File: src/rtl/bus_uart_if.sv
// Register-bus bundle for bus_uart: zero-wait-state select/read/write access
// with byte strobes, combinational read data and error response.
interface bus_uart_if;
    logic        select;
    logic [3:2]  address;
    logic [31:0] data_in;
    logic [31:0] data_out;
    logic [3:0]  data_strobes;
    logic        read;
    logic        write;
    logic        bus_error;

    modport master (
        output select, address, data_in, data_strobes, read, write,
        input  data_out, bus_error
    );

    modport slave (
        input  select, address, data_in, data_strobes, read, write,
        output data_out, bus_error
    );
endinterface

File: src/rtl/bus_uart.sv
// Memory-mapped UART: TX FIFO feeding an 8N1 transmitter, single-byte receive
// buffer with overrun/framing flags, programmable bit divisor and interrupt.
module bus_uart #(
    parameter int unsigned FIFO_DEPTH    = 8,
    parameter logic [15:0] DIVISOR_RESET = 16'h0363
) (
    input  logic       i_clock,
    input  logic       i_reset,
    bus_uart_if.slave  io_bus,
    output logic       o_txd,
    input  logic       i_rxd,
    output logic       o_irq
);
    localparam int unsigned AW = $clog2(FIFO_DEPTH);
    localparam logic [AW:0] FullCount = (AW + 1)'(FIFO_DEPTH);

    typedef enum logic [1:0] {StIdle, StStart, StData, StStop} state_t;

    // Registers
    logic [7:0]    r_fifo [FIFO_DEPTH];
    logic [AW-1:0] r_wptr, r_rptr;
    logic [AW:0]   r_count;
    logic [15:0]   r_divisor;
    logic          r_rx_ie, r_tx_ie, r_irq;

    state_t        r_tx_state, w_tx_state_d;
    logic [15:0]   r_tx_cnt, w_tx_cnt_d;
    logic [2:0]    r_tx_bit, w_tx_bit_d;
    logic [7:0]    r_tx_shift, w_tx_shift_d;

    state_t        r_rx_state, w_rx_state_d;
    logic [15:0]   r_rx_cnt, w_rx_cnt_d;
    logic [2:0]    r_rx_bit, w_rx_bit_d;
    logic [7:0]    r_rx_shift, w_rx_shift_d;
    logic          r_rx_sync1, r_rx_sync2, r_rx_prev;
    logic [7:0]    r_rx_byte;
    logic          r_rx_valid, r_rx_overrun, r_rx_frame_err;

    // Decode
    logic w_rd, w_wr, w_data_wr, w_data_rd, w_status_rd;
    logic w_push, w_pop, w_tx_empty, w_tx_full, w_tx_busy, w_rx_done;
    logic w_tx_tick, w_rx_tick, w_rx_fall;
    logic [31:0] w_status, w_rdata;
    logic w_unused;

    assign w_rd        = io_bus.select & io_bus.read;
    assign w_wr        = io_bus.select & io_bus.write;
    assign w_data_wr   = w_wr & (io_bus.address == 2'd0);
    assign w_data_rd   = w_rd & (io_bus.address == 2'd0);
    assign w_status_rd = w_rd & (io_bus.address == 2'd1);

    assign w_tx_empty  = (r_count == '0);
    assign w_tx_full   = (r_count == FullCount);
    assign w_tx_busy   = (r_tx_state != StIdle);
    // Full is judged at the start of the cycle, so a same-cycle pop never frees room.
    assign w_push      = w_data_wr & io_bus.data_strobes[0] & ~w_tx_full;
    assign io_bus.bus_error = w_data_wr & (~io_bus.data_strobes[0] | w_tx_full);

    assign w_status = {26'b0, r_rx_frame_err, w_tx_busy, r_rx_overrun, r_rx_valid,
                       w_tx_full, w_tx_empty};
    assign w_unused = ^io_bus.data_in[31:16];

    always_comb begin
        w_rdata = '0;
        if (w_rd) begin
            case (io_bus.address)
                2'd0: w_rdata = {24'b0, r_rx_byte};
                2'd1: w_rdata = w_status;
                2'd2: w_rdata = {16'b0, r_divisor};
                default: w_rdata = {30'b0, r_tx_ie, r_rx_ie};
            endcase
        end
    end
    assign io_bus.data_out = w_rdata;

    // Transmitter next state; the counter reloads from the live divisor only
    // at bit boundaries.
    assign w_tx_tick = (r_tx_cnt == '0);

    always_comb begin
        w_tx_state_d = r_tx_state;
        w_tx_cnt_d   = r_tx_cnt;
        w_tx_bit_d   = r_tx_bit;
        w_tx_shift_d = r_tx_shift;
        w_pop        = 1'b0;
        if (r_tx_state != StIdle) begin
            w_tx_cnt_d = w_tx_tick ? r_divisor : r_tx_cnt - 16'd1;
        end
        case (r_tx_state)
            StIdle: begin
                if (!w_tx_empty) begin
                    w_pop        = 1'b1;
                    w_tx_shift_d = r_fifo[r_rptr];
                    w_tx_cnt_d   = r_divisor;
                    w_tx_state_d = StStart;
                end
            end
            StStart: begin
                if (w_tx_tick) begin
                    w_tx_bit_d   = 3'd0;
                    w_tx_state_d = StData;
                end
            end
            StData: begin
                if (w_tx_tick) begin
                    w_tx_shift_d = {1'b0, r_tx_shift[7:1]};
                    w_tx_bit_d   = r_tx_bit + 3'd1;
                    if (r_tx_bit == 3'd7) w_tx_state_d = StStop;
                end
            end
            default: begin
                if (w_tx_tick) begin
                    if (!w_tx_empty) begin
                        w_pop        = 1'b1;
                        w_tx_shift_d = r_fifo[r_rptr];
                        w_tx_state_d = StStart;
                    end else begin
                        w_tx_state_d = StIdle;
                    end
                end
            end
        endcase
    end

    always_comb begin
        case (r_tx_state)
            StStart: o_txd = 1'b0;
            StData:  o_txd = r_tx_shift[0];
            default: o_txd = 1'b1;
        endcase
    end

    // Receiver next state
    assign w_rx_tick = (r_rx_cnt == '0);
    assign w_rx_fall = r_rx_prev & ~r_rx_sync2;

    always_comb begin
        w_rx_state_d = r_rx_state;
        w_rx_cnt_d   = r_rx_cnt;
        w_rx_bit_d   = r_rx_bit;
        w_rx_shift_d = r_rx_shift;
        w_rx_done    = 1'b0;
        if (r_rx_state != StIdle) begin
            w_rx_cnt_d = w_rx_tick ? r_divisor : r_rx_cnt - 16'd1;
        end
        case (r_rx_state)
            StIdle: begin
                if (w_rx_fall) begin
                    w_rx_cnt_d   = {1'b0, r_divisor[15:1]};
                    w_rx_state_d = StStart;
                end
            end
            StStart: begin
                if (w_rx_tick) begin
                    w_rx_bit_d   = 3'd0;
                    w_rx_state_d = r_rx_sync2 ? StIdle : StData;
                end
            end
            StData: begin
                if (w_rx_tick) begin
                    w_rx_shift_d = {r_rx_sync2, r_rx_shift[7:1]};
                    w_rx_bit_d   = r_rx_bit + 3'd1;
                    if (r_rx_bit == 3'd7) w_rx_state_d = StStop;
                end
            end
            default: begin
                if (w_rx_tick) begin
                    w_rx_done    = 1'b1;
                    w_rx_state_d = StIdle;
                end
            end
        endcase
    end

    always_ff @(posedge i_clock) begin
        if (w_push) r_fifo[r_wptr] <= io_bus.data_in[7:0];
    end

    always_ff @(posedge i_clock) begin
        if (!i_reset) begin
            r_wptr         <= '0;
            r_rptr         <= '0;
            r_count        <= '0;
            r_divisor      <= DIVISOR_RESET;
            r_rx_ie        <= 1'b0;
            r_tx_ie        <= 1'b0;
            r_irq          <= 1'b0;
            r_tx_state     <= StIdle;
            r_tx_cnt       <= '0;
            r_tx_bit       <= '0;
            r_tx_shift     <= '0;
            r_rx_state     <= StIdle;
            r_rx_cnt       <= '0;
            r_rx_bit       <= '0;
            r_rx_shift     <= '0;
            r_rx_sync1     <= 1'b1;
            r_rx_sync2     <= 1'b1;
            r_rx_prev      <= 1'b1;
            r_rx_byte      <= '0;
            r_rx_valid     <= 1'b0;
            r_rx_overrun   <= 1'b0;
            r_rx_frame_err <= 1'b0;
        end else begin
            r_wptr  <= r_wptr + AW'(w_push);
            r_rptr  <= r_rptr + AW'(w_pop);
            r_count <= r_count + (AW + 1)'(w_push) - (AW + 1)'(w_pop);

            if (w_wr && io_bus.address == 2'd2) begin
                if (io_bus.data_strobes[0]) r_divisor[7:0]  <= io_bus.data_in[7:0];
                if (io_bus.data_strobes[1]) r_divisor[15:8] <= io_bus.data_in[15:8];
            end
            if (w_wr && io_bus.address == 2'd3 && io_bus.data_strobes[0]) begin
                r_rx_ie <= io_bus.data_in[0];
                r_tx_ie <= io_bus.data_in[1];
            end
            r_irq <= (r_rx_ie & r_rx_valid) | (r_tx_ie & w_tx_empty);

            r_tx_state <= w_tx_state_d;
            r_tx_cnt   <= w_tx_cnt_d;
            r_tx_bit   <= w_tx_bit_d;
            r_tx_shift <= w_tx_shift_d;

            r_rx_sync1 <= i_rxd;
            r_rx_sync2 <= r_rx_sync1;
            r_rx_prev  <= r_rx_sync2;
            r_rx_state <= w_rx_state_d;
            r_rx_cnt   <= w_rx_cnt_d;
            r_rx_bit   <= w_rx_bit_d;
            r_rx_shift <= w_rx_shift_d;

            // Completion wins over a same-cycle clearing read.
            if (w_rx_done) r_rx_byte <= r_rx_shift;
            r_rx_valid     <= w_rx_done | (r_rx_valid & ~w_data_rd);
            r_rx_overrun   <= (w_rx_done & r_rx_valid & ~w_data_rd) |
                              (r_rx_overrun & ~w_status_rd);
            r_rx_frame_err <= (w_rx_done & ~r_rx_sync2) | (r_rx_frame_err & ~w_status_rd);
        end
    end

    assign o_irq = r_irq;
endmodule

File: src/flat_wrapper.sv
// flat-port wrapper written by rule: the top's interface ports become plain ports
module bus_uart_flat 
#(
    parameter int unsigned FIFO_DEPTH    = 8,
    parameter logic [15:0] DIVISOR_RESET = 16'h0363
)
  (i_clock, i_reset, o_txd, i_rxd, o_irq, io_bus_select, io_bus_address, io_bus_data_in, io_bus_data_strobes, io_bus_read, io_bus_write, io_bus_data_out, io_bus_bus_error);
  bus_uart_if io_bus_i ();
  input  logic i_clock;
  input  logic i_reset;
  output logic o_txd;
  input  logic i_rxd;
  output logic o_irq;
  input wire logic [$bits(io_bus_i.select)-1:0] io_bus_select;
  input wire logic [$bits(io_bus_i.address)-1:0] io_bus_address;
  input wire logic [$bits(io_bus_i.data_in)-1:0] io_bus_data_in;
  input wire logic [$bits(io_bus_i.data_strobes)-1:0] io_bus_data_strobes;
  input wire logic [$bits(io_bus_i.read)-1:0] io_bus_read;
  input wire logic [$bits(io_bus_i.write)-1:0] io_bus_write;
  output wire logic [$bits(io_bus_i.data_out)-1:0] io_bus_data_out;
  output wire logic [$bits(io_bus_i.bus_error)-1:0] io_bus_bus_error;
  assign io_bus_i.select = io_bus_select;
  assign io_bus_i.address = io_bus_address;
  assign io_bus_i.data_in = io_bus_data_in;
  assign io_bus_i.data_strobes = io_bus_data_strobes;
  assign io_bus_i.read = io_bus_read;
  assign io_bus_i.write = io_bus_write;
  assign io_bus_data_out = io_bus_i.data_out;
  assign io_bus_bus_error = io_bus_i.bus_error;
  bus_uart #(.FIFO_DEPTH(FIFO_DEPTH), .DIVISOR_RESET(DIVISOR_RESET)) u_core (.i_clock(i_clock), .i_reset(i_reset), .io_bus(io_bus_i), .o_txd(o_txd), .i_rxd(i_rxd), .o_irq(o_irq));
endmodule
File: config.mk
export PLATFORM = sky130hd
export DESIGN_NAME = bus_uart_flat
export DESIGN_NICKNAME = d
export VERILOG_FILES = /design/src/rtl/bus_uart_if.sv /design/src/rtl/bus_uart.sv /design/src/flat_wrapper.sv
export SDC_FILE = /design/constraint.sdc
export NUM_CORES = 1
export LEC_CHECK = 0
export BUFFER_PORTS_ARGS = -buffer_cell sky130_fd_sc_hd__buf_2
export CAP_MARGIN = 20
export CORE_AREA = 4 4 101 141
export DETAILED_ROUTE_END_ITERATION = 6
export DIE_AREA = 0 0 105 145
export PLACE_DENSITY_LB_ADDON = 0.12
export RECOVER_POWER = 50
export SLEW_MARGIN = 30
export SYNTH_ARGS = -nofsm -noshare
export SYNTH_HDL_FRONTEND = slang
export SYNTH_SLANG_ARGS = --single-unit
File: constraint.sdc
create_clock -name i_clock -period 8.3 [get_ports i_clock]
set_clock_uncertainty 0.1 [all_clocks]
set_input_delay 0.83 -clock i_clock [delete_from_list [all_inputs] [get_ports i_clock]]
set_output_delay 0.83 -clock i_clock [all_outputs]
set_load 0.02 [all_outputs]
==> summary.md <==
| Metric | Value |
|---|---|
| Outcome | finished with violations |
| Violations in the final reports | capacitance limit, slew limit |
| H-tree level count | 4 |
| Placement row count | 49 |
| EDFF count, synth | 64 |
| Setup slack of the worst register-to-register path | about 4700 ps |
| Clk sink count | about 170 |
| Sequential element share of the synthesized area | 0.480 |
| Max clock buf depth | 2 |
| Number of vias per cell after detailed routing | ~6.2 |
| Cell at the root of the clock tree | clkbuf_16 |
| Pin count of the biggest net entering global routing | 68 |
| Overall overflow remaining after global route | 0 |
| Cts-stage hold buffer count | 0 |
| Number of input and output port buffers inserted | 44 |
| Gates resized, CTS repair | 0 |
| Die ar. | around 15000 um^2 |
| Critical Path End Type | register |
| Number of vias after detailed routing | a little over 6000 |
| Tot GR Track Use | 0.243 |
| Core Box Area | about 13000 um^2 |
| Classification of the worst setup path | in -> reg |
| Crit path max fanout | 67 |
| Number of violations of the max-capacitance limit | 1 |
| Global-route wire length before repair | ~30000 um |
| Final-report max-slew violation count | 68 |
| Layout net count | slightly above 900 |
| Worst slew pin tran | about 2500 ps |
| Leakage power | between 3 and 4 nW |
| Commonest cells in the netlist | 105 x nand2_1, 101 x dfxtp_1, 78 x mux2i_1 |
| Post-detailed-route count of antenna-violating nets | 0 |
| Time the final worst path needs with I/O delays and setup | roughly 4500 ps |
| Worst IR Drop VDD | between 0.0003 and 0.0004 V |
| Top achievable clock speed | 220 MHz |
| Gate count of the mapped netlist | a little over 800 |
| Starting utilization of the core area | 0.638 |
| Count of unique library cells instantiated by Yosys | 64 |
| Number of antenna violations at the first check in global routing | 0 |
| Number of hold-slack violations in the final timing report | 0 |
| RePlAce Congestion | between 0.8 and 0.9 |
| Top-level port count | 79 |
| Relative slew margins | -0.635 |
| # Post-CTS Setup Buffers | 0 |
| Dpl hpwl | approximately 13000 um |
| CTS buffer count | 17 |
| Via count of the first global-routing pass | approximately 6200 |
| Portion of synthesized cell area occupied by the leading cell type | 0.246 |
| Least setup slack across all paths after layout | 3760 ps |
| Required @ worst endpoint | 8520 ps |
| Total wirelength of the detailed-routed design | around 18000 um |
| Average cell area after synthesis | between 9 and 10 um^2 |
| Fin Hold WS | 313 ps |
| Die Wd | between 100 and 150 um |
| Setup repair after global routing missed its margin | no |
| HP Class | reg -> reg |
| Startpoint class of the critical path | input port |
| Clock latency of the later-clocked register in the worst-skew pair | ~420 ps |
| Arr. time, crit path | 4760 ps |
| Die height | ~150 um |
| Clock tree from TritonCTS | done |
| Power density over the cells | ~340 nW/um^2 |
| Post-CTS clock slew at the launch and capture registers of the worst setup and hold paths | 70 ps |
| Final Cycle Share | 0.547 |
| Combined area of all synthesized cells | between 8000 and 9000 um^2 |
| FF+latch count, synth | around 170 |
| Area growth from synthesis to final layout | 9.22% |
| Count of routing violations after the opening detailed-route iteration | 344 |
| Share of layout cells above drive strength 1 | 0.0923 |
| Predominant post-synthesis flop cell | dfxtp_1 |
| Worst setup slack after placement | between 4000 and 5000 ps |
| Final TNS setup | 0 ps |
| Cell types with the largest area share after synthesis | dfxtp_1 25%, edfxtp_1 23%, mux2i_1 9.5%, nand2_1 4.8%, ha_1 4.0% |
| Biggest area consumer among synthesized cells | dfxtp_1 |
| Most frequent cell after synthesis | nand2_1 |
| DRC violation count after routing | 0 |
| Antenna diode count | 0 |
| Yosys warning count | 0 |
| Number of detailed-route iterations in the first pass | 5 |
| Final setup violation count | 0 |
| Average detailed-routed wire length per instance | about 18 um |
| FFs w/ async S/R, synth | 0 |
## cells in the final DEF (no fill, tap or decap), types with 7 or more instances in the layout
cell and instances:
buf_2 34, and2_1 21, a22oi_1 16, dfxtp_1 100, edfxtp_1 64, or4_1 7
a31oi_1 11, a21oi_1 23, clkbuf_16 17, xor2_1 13, nand3_1 27, inv_1 18
o21ai_0 25, ha_1 26, clkbuf_1 13, o22ai_1 9, o211a_1 8, nor2b_1 20
o311ai_0 7, nand2_1 105, conb_1 16, nor4_1 10, nor3_1 19, a21boi_0 25
xnor2_1 8, nand2b_1 9, nor2_1 46, mux2i_1 78
## critical path: stages
cell and delay, ps:
clkbuf_1 980, clkbuf_1 1820, nand2_1 760, o221ai_1 350
## path summary, 6_finish.rpt
path / startpoint / end / cells past startpoint
worst max register to register: u_core.r_tx_cnt[0] / u_core.r_count[2] / 12
worst min-delay path: u_core.r_rx_sync1 / u_core.r_rx_sync2 / 1
worst max-delay path: i_reset / u_core.r_rx_cnt[7] / 4
worst min register to register: u_core.r_rx_sync1 / u_core.r_rx_sync2 / 1
## sequential cells by signal, summed over array words and instances, names as in the netlist, 2 cells and up
signal	flops
u_core.r_wptr	3
u_core.r_tx_bit	3
u_core.r_tx_state	2
u_core.r_tx_shift	8
u_core.r_count	4
u_core.r_rx_bit	3
u_core.r_tx_cnt	16
u_core.r_rx_state	2
u_core.r_rx_cnt	16
u_core.r_rptr	3
u_core.r_fifo	64
u_core.r_divisor	16
u_core.r_rx_shift	8
u_core.r_rx_byte	8
## routing by layer
| metal | track usage | up-vias | part of all wire |
|---|---|---|---|
| met4 | 0.118 | 0 | 0.035 |
| met1 | 0.272 | 2979 | 0.39 |
| met5 | 0 | - | 0 |
| met2 | 0.441 | 191 | 0.54 |
| met3 | 0.0422 | 55 | 0.039 |
| li1 | - | 3001 | - |
## power breakdown
part / switching (mW) / internal, mW / leakage (nW)
sequential: 0.149 / 0.939 / 1.40
clock: 0.324 / 0.418 / 0.268
combinational: 0.710 / 0.484 / 1.89
total: 1.18 / 1.84 / 3.56
## kinds of logic after synthesis
logic type / count (synthesis) / synth area share
buffers and inverters: 82 / 0.0454
adders and majority gates: 27 / 0.0421
other: 1 / 0.000457
muxes: 81 / 0.102
xor gates and xnor gates: 21 / 0.0224
DFF: 165 / 0.480
and+or+nand+nor: 291 / 0.173
AOI/OAI and AO/OA: 157 / 0.134
## through the flow
step,area (um^2),instances,util,power (mW)
final,8960,1009,0.696,3.02
after global routing,8960,1009,0.696,3.20
after CTS,8980,1009,0.697,3.02
after detailed placement,8420,977,0.654,2.27
after global placement,8410,977,0.653,2.22
after floorplan,8260,840,-,2.00
## cell type report
| class | instances | area, um^2 |
|---|---|---|
| multi-input cells | 593 | 3970 |
| inverters | 18 | 67.6 |
| well taps | 153 | 191 |
| clock inverters | 13 | 126 |
| repair buffers | 48 | 234 |
| flip-flops and latches | 165 | 3950 |
| fillers | 1007 | 3910 |
| clock buffers | 19 | 433 |
Note: power is estimated with default switching activity, not from simulation.
